$ cat src/rtl/keypad_scanner.sv
// 4x4 matrix keypad scanner: row drive, column synchronizer, frame-based
// debounce, and one key_valid pulse per accepted press.
module keypad_scanner #(
  parameter int SCAN_DIV        = 1000,
  parameter int DEBOUNCE_FRAMES = 3
) (
  input  logic       clk,
  input  logic       rst,
  input  logic [3:0] col_in,
  output logic [3:0] row_out,
  output logic       key_valid,
  output logic [3:0] key_code
);

  localparam int DW = (SCAN_DIV > 1) ? $clog2(SCAN_DIV) : 1;
  localparam int CW = $clog2(DEBOUNCE_FRAMES + 1);

  // Code per key, index {row, col}; index 0 sits in the lowest nibble.
  localparam logic [15:0][3:0] KEY_MAP = 64'hDE0F_C987_B654_A321;

  typedef enum logic [1:0] {S_IDLE, S_DEBOUNCE, S_HELD} state_t;

  state_t          state;
  logic [3:0]      sync1, sync2;
  logic [1:0]      row_idx;
  logic [DW-1:0]   dwell;
  logic [3:0][3:0] frame_buf;   // pressed bits, [row][col], active-high
  logic [3:0][3:0] frame_now;
  logic [3:0]      cand;
  logic [CW-1:0]   cnt, rel;

  logic            last_dwell, frame_done;
  logic [1:0]      n_hit;       // saturates at 2 = MULTI
  logic [3:0]      hit_code;
  logic            is_none, is_single;

  assign row_out    = ~(4'b0001 << row_idx);
  assign last_dwell = (dwell == DW'(SCAN_DIV - 1));
  assign frame_done = last_dwell && (row_idx == 2'd3);

  // Frame as it will look once the current row's sample is folded in, so
  // classification on the last dwell cycle of row 3 sees all 16 keys.
  always_comb begin
    frame_now          = frame_buf;
    frame_now[row_idx] = ~sync2;
  end

  always_comb begin
    n_hit    = 2'd0;
    hit_code = 4'h0;
    for (int r = 0; r < 4; r++) begin
      for (int c = 0; c < 4; c++) begin
        if (frame_now[r][c]) begin
          if (n_hit != 2'd2) n_hit = n_hit + 2'd1;
          hit_code = KEY_MAP[r*4 + c];
        end
      end
    end
  end

  assign is_none   = (n_hit == 2'd0);
  assign is_single = (n_hit == 2'd1);

  always_ff @(posedge clk) begin
    if (rst) begin
      sync1     <= 4'hF;
      sync2     <= 4'hF;
      row_idx   <= 2'd0;
      dwell     <= '0;
      frame_buf <= '0;
      state     <= S_IDLE;
      cand      <= 4'h0;
      cnt       <= '0;
      rel       <= '0;
      key_valid <= 1'b0;
      key_code  <= 4'h0;
    end else begin
      sync1     <= col_in;
      sync2     <= sync1;
      key_valid <= 1'b0;

      if (last_dwell) begin
        dwell     <= '0;
        row_idx   <= row_idx + 2'd1;
        frame_buf <= frame_now;
      end else begin
        dwell <= dwell + DW'(1);
      end

      if (frame_done) begin
        case (state)
          S_IDLE: begin
            if (is_single) begin
              cand  <= hit_code;
              cnt   <= CW'(1);
              state <= S_DEBOUNCE;
            end
          end
          S_DEBOUNCE: begin
            if (is_single && hit_code == cand) begin
              if (cnt >= CW'(DEBOUNCE_FRAMES - 1)) begin
                key_code  <= cand;
                key_valid <= 1'b1;
                cnt       <= '0;
                rel       <= '0;
                state     <= S_HELD;
              end else begin
                cnt <= cnt + CW'(1);
              end
            end else if (is_single) begin
              cand <= hit_code;
              cnt  <= CW'(1);
            end else begin
              cnt   <= '0;
              state <= S_IDLE;
            end
          end
          S_HELD: begin
            // Any key activity, even a different key, restarts the release count.
            if (is_none) begin
              if (rel >= CW'(DEBOUNCE_FRAMES - 1)) begin
                rel   <= '0;
                state <= S_IDLE;
              end else begin
                rel <= rel + CW'(1);
              end
            end else begin
              rel <= '0;
            end
          end
          default: state <= S_IDLE;
        endcase
      end
    end
  end

endmodule
$ cat config.mk
export PLATFORM = sky130hd
export DESIGN_NAME = keypad_scanner
export DESIGN_NICKNAME = d
export VERILOG_FILES = /design/src/rtl/keypad_scanner.sv
export SDC_FILE = /design/constraint.sdc
export NUM_CORES = 1
export LEC_CHECK = 0
export CAP_MARGIN = 10
export CELL_PAD_IN_SITES_DETAIL_PLACEMENT = 0
export CELL_PAD_IN_SITES_GLOBAL_PLACEMENT = 1
export CORE_MARGIN = 5
export CORE_UTILIZATION = 48
export DETAILED_ROUTE_END_ITERATION = 8
export DONT_BUFFER_PORTS = 1
export GPL_TIMING_DRIVEN = 0
export PLACE_DENSITY = 0.9
export SKIP_LAST_GASP = 1
export SLEW_MARGIN = 30
export SYNTH_ARGS = -nofsm -noshare
export SYNTH_HDL_FRONTEND = slang
export SYNTH_SLANG_ARGS = --single-unit
$ cat constraint.sdc
create_clock -name clk -period 9.6 [get_ports clk]
set_input_delay 1.44 -clock clk [delete_from_list [all_inputs] [get_ports clk]]
set_output_delay 1.44 -clock clk [all_outputs]
set_load 0.02 [all_outputs]
==> flow_summary.json <==
{
  "required_ns": 9.80,
  "syn-cell-area_um2": 4120,
  "finalHoldViolations": 0,
  "fin_crit_sh": 0.821,
  "die_area_um2": 10500,
  "drive_above_1_share": 0.0901,
  "p_per_area_nw_per_um2": 101,
  "cts.sinks": 51,
  "rsz0062_at_grt": "false",
  "htree_num_levels": 2,
  "maxSlewHeadroom": 0.436,
  "status": "completed",
  "final-setup-viol-count": 0,
  "grt.overflow.total": 0,
  "finalCriticalPeriod_ns": 7.88,
  "grt_max_degree": 17,
  "path_class": "flip-flop to flip-flop",
  "min-delay-path-class": "flip-flop to flip-flop",
  "grt_pass1_wl_mm": 18.0,
  "row_count": 33,
  "fin_tns_setup_ns": 0,
  "tritoncts": "yes",
  "endpoint_kind": "flip-flop",
  "p_leak_nw": 1.52,
  "report.final.slew_viol_count": 0,
  "start_util": 0.496,
  "coreArea_um2": 8300,
  "cp_num_buf_inv": 5,
  "clockBufferDepth": 2,
  "slowest_delay_ns": 0.59,
  "cp_slowest_cell": "or4_1",
  "clk_latency_ns": 0.31,
  "start_kind": "flip-flop",
  "routedWlPerCell_um": 15.8,
  "synth.net_count": 553,
  "critical-path-top-delay-family": "compound AO/OA/AOI/OAI gates",
  "dr.pass1.iters": 5,
  "gp_congestion": 0.910,
  "drt-initial-drc-count": 295,
  "drtAntennaViolNets": 0,
  "wl_met2_mm": 4.76,
  "drv_cap": 0,
  "cts_resized": 0,
  "ys_async_sr_fraction": 0,
  "critPathMaxFanout": 10,
  "antenna_found_initial": 0,
  "finClkSkew_ns": 0.0128,
  "hpwl_mm": 7.67,
  "highest_layer": "met4",
  "synth_seq_area_share": 0.248,
  "ys_warn_count": 0,
  "antenna_cells": 0,
  "ir_drop_mv": 0.0958,
  "power_mw": 0.437,
  "synth_cell_type_count": 81,
  "port_buffers": 0,
  "crit_arrival_ns": 8.08,
  "avgSynthCellArea_um2": 7.68,
  "die-height_um": 103,
  "syn_to_final_growth_pct": 5.38,
  "grt_pass1_vias": 3832,
  "clk_pin_slew_ns": 0.09,
  "synthFlopType": "dfxtp_1",
  "drc": 0,
  "worst_pin_slew_ns": 0.824,
  "final_nets": 560,
  "cts_setup_buffers": 0,
  "clockRootBuffer": "clkbuf_8",
  "grt.total_usage": 0.205,
  "wl_met1_mm": 4.89,
  "syn_inst": 536,
  "synth-edff-count": 0,
  "viasPerCell": 6.30,
  "dr_total_vias": 4088,
  "dieWidth_um": 103,
  "hold_buffers": 0,
  "regArea_um2": 1020,
  "cts_inserted_buffers": 5,
  "ys_seq_elements": 51,
  "io_pins": 15,
  "max_freq_mhz": 127,
  "fillers": 798,
  "wl_mm": 10.3,
  "dr_wl_met3_um": 499,
  "multi_input_area_um2": 2940
}
-- sequential cells by signal, summed over array words and instances, names as in the netlist --
signal	flops
sync1	4
state	2
rel	2
sync2	4
frame_buf	16
key_code	4
cand	4
row_idx	2
cnt	2
dwell	10
key_valid	1
-- logic make-up (layout without fill, tap and decap cells) --
logic type	after synthesis	after routing	synth area share
fa+ha+maj	11	11	0.0334
xor+xnor	19	19	0.0404
flops	51	51	0.248
compound gates	172	172	0.312
buf+inv	37	45	0.0380
simple gates	223	223	0.271
mux	23	23	0.0572
-- metrics by stage --
step	instance area (um2)	util	hold WS (ns)	setup slack, ns	std cells
2_1_floorplan	4120	-	0.389	2.85	536
3_3_place_gp	4250	0.512	0.395	1.92	641
3_5_place_dp	4250	0.512	0.397	1.83	641
4_1_cts	4340	0.523	0.414	1.78	649
5_1_grt	4340	0.523	0.430	0.994	649
6_report	4340	0.523	0.411	1.72	649
-- layer usage --
| metal | vias up | GRT usage |
|---|---|---|
| met5 | - | 0 |
| li1 | 2032 | - |
| met4 | 0 | 0.0505 |
| met1 | 1926 | 0.270 |
| met3 | 12 | 0.0264 |
| met2 | 118 | 0.356 |
-- power breakdown --
group | switching (mW) | leakage [nW] | internal [mW]
clock network | 0.0711 | 0.0454 | 0.0524
registers | 0.00235 | 0.413 | 0.214
logic | 0.0619 | 1.06 | 0.0356
total | 0.135 | 1.52 | 0.302
-- path summary, 6_finish.rpt --
path	depth (start not counted)	slack, ns	endpoint	startpoint
setup reg to reg	30	1.72	key_code[1]	row_idx[0]
setup / recovery	30	1.72	key_code[1]	row_idx[0]
hold reg to reg	1	0.41	sync2[2]	sync1[2]
hold / removal	1	0.41	sync2[2]	sync1[2]
-- cell usage in the layout, fill, tap and decap left out, drive strengths merged, types with 10 or more instances in the layout --
| master | instances |
|---|---|
| a21oi | 32 |
| o211ai | 16 |
| ha | 11 |
| dfxtp | 51 |
| inv | 12 |
| or2 | 14 |
| a21o | 20 |
| nand2 | 44 |
| o21ai | 18 |
| xnor2 | 13 |
| mux2i | 22 |
| nor3 | 17 |
| nor2 | 75 |
| buf | 10 |
| nand3 | 22 |
| clkbuf | 21 |
-- cell usage after synthesis (all sizes together) (11+ instances only) --
cell    count  share of area
nand2      44          0.043
or2        14          0.021
o21ai      18          0.024
inv        12          0.011
ha         11          0.033
xnor2      13          0.028
dfxtp      51           0.25
clkbuf     15          0.014
nand3      22          0.027
nor3       17          0.025
a21oi      32          0.040
o211ai     16          0.030
nor2       75          0.070
a21o       20          0.036
mux2i      22          0.054
-- cell type report --
type,instances,area share
Buffer,25,0.0257
Clock buffer,6,0.0167
Clock inverter,2,0.00404
Inverter,12,0.0104
Multi-Input combinational cell,448,0.677
Sequential cell,51,0.235
Tap cell,105,0.0303
-- worst register-to-register path, delay by kind of cell, from the launching register on --
family                     cells  cell delay [ns]
AOI/OAI and AO/OA             13             3.13
adders and majority gates      3             0.83
buffers and inverters          5             0.83
DFF                            1             0.41
muxes                          1             0.34
and+or+nand+nor                8             2.23
Power figures use the tool's default switching activity.
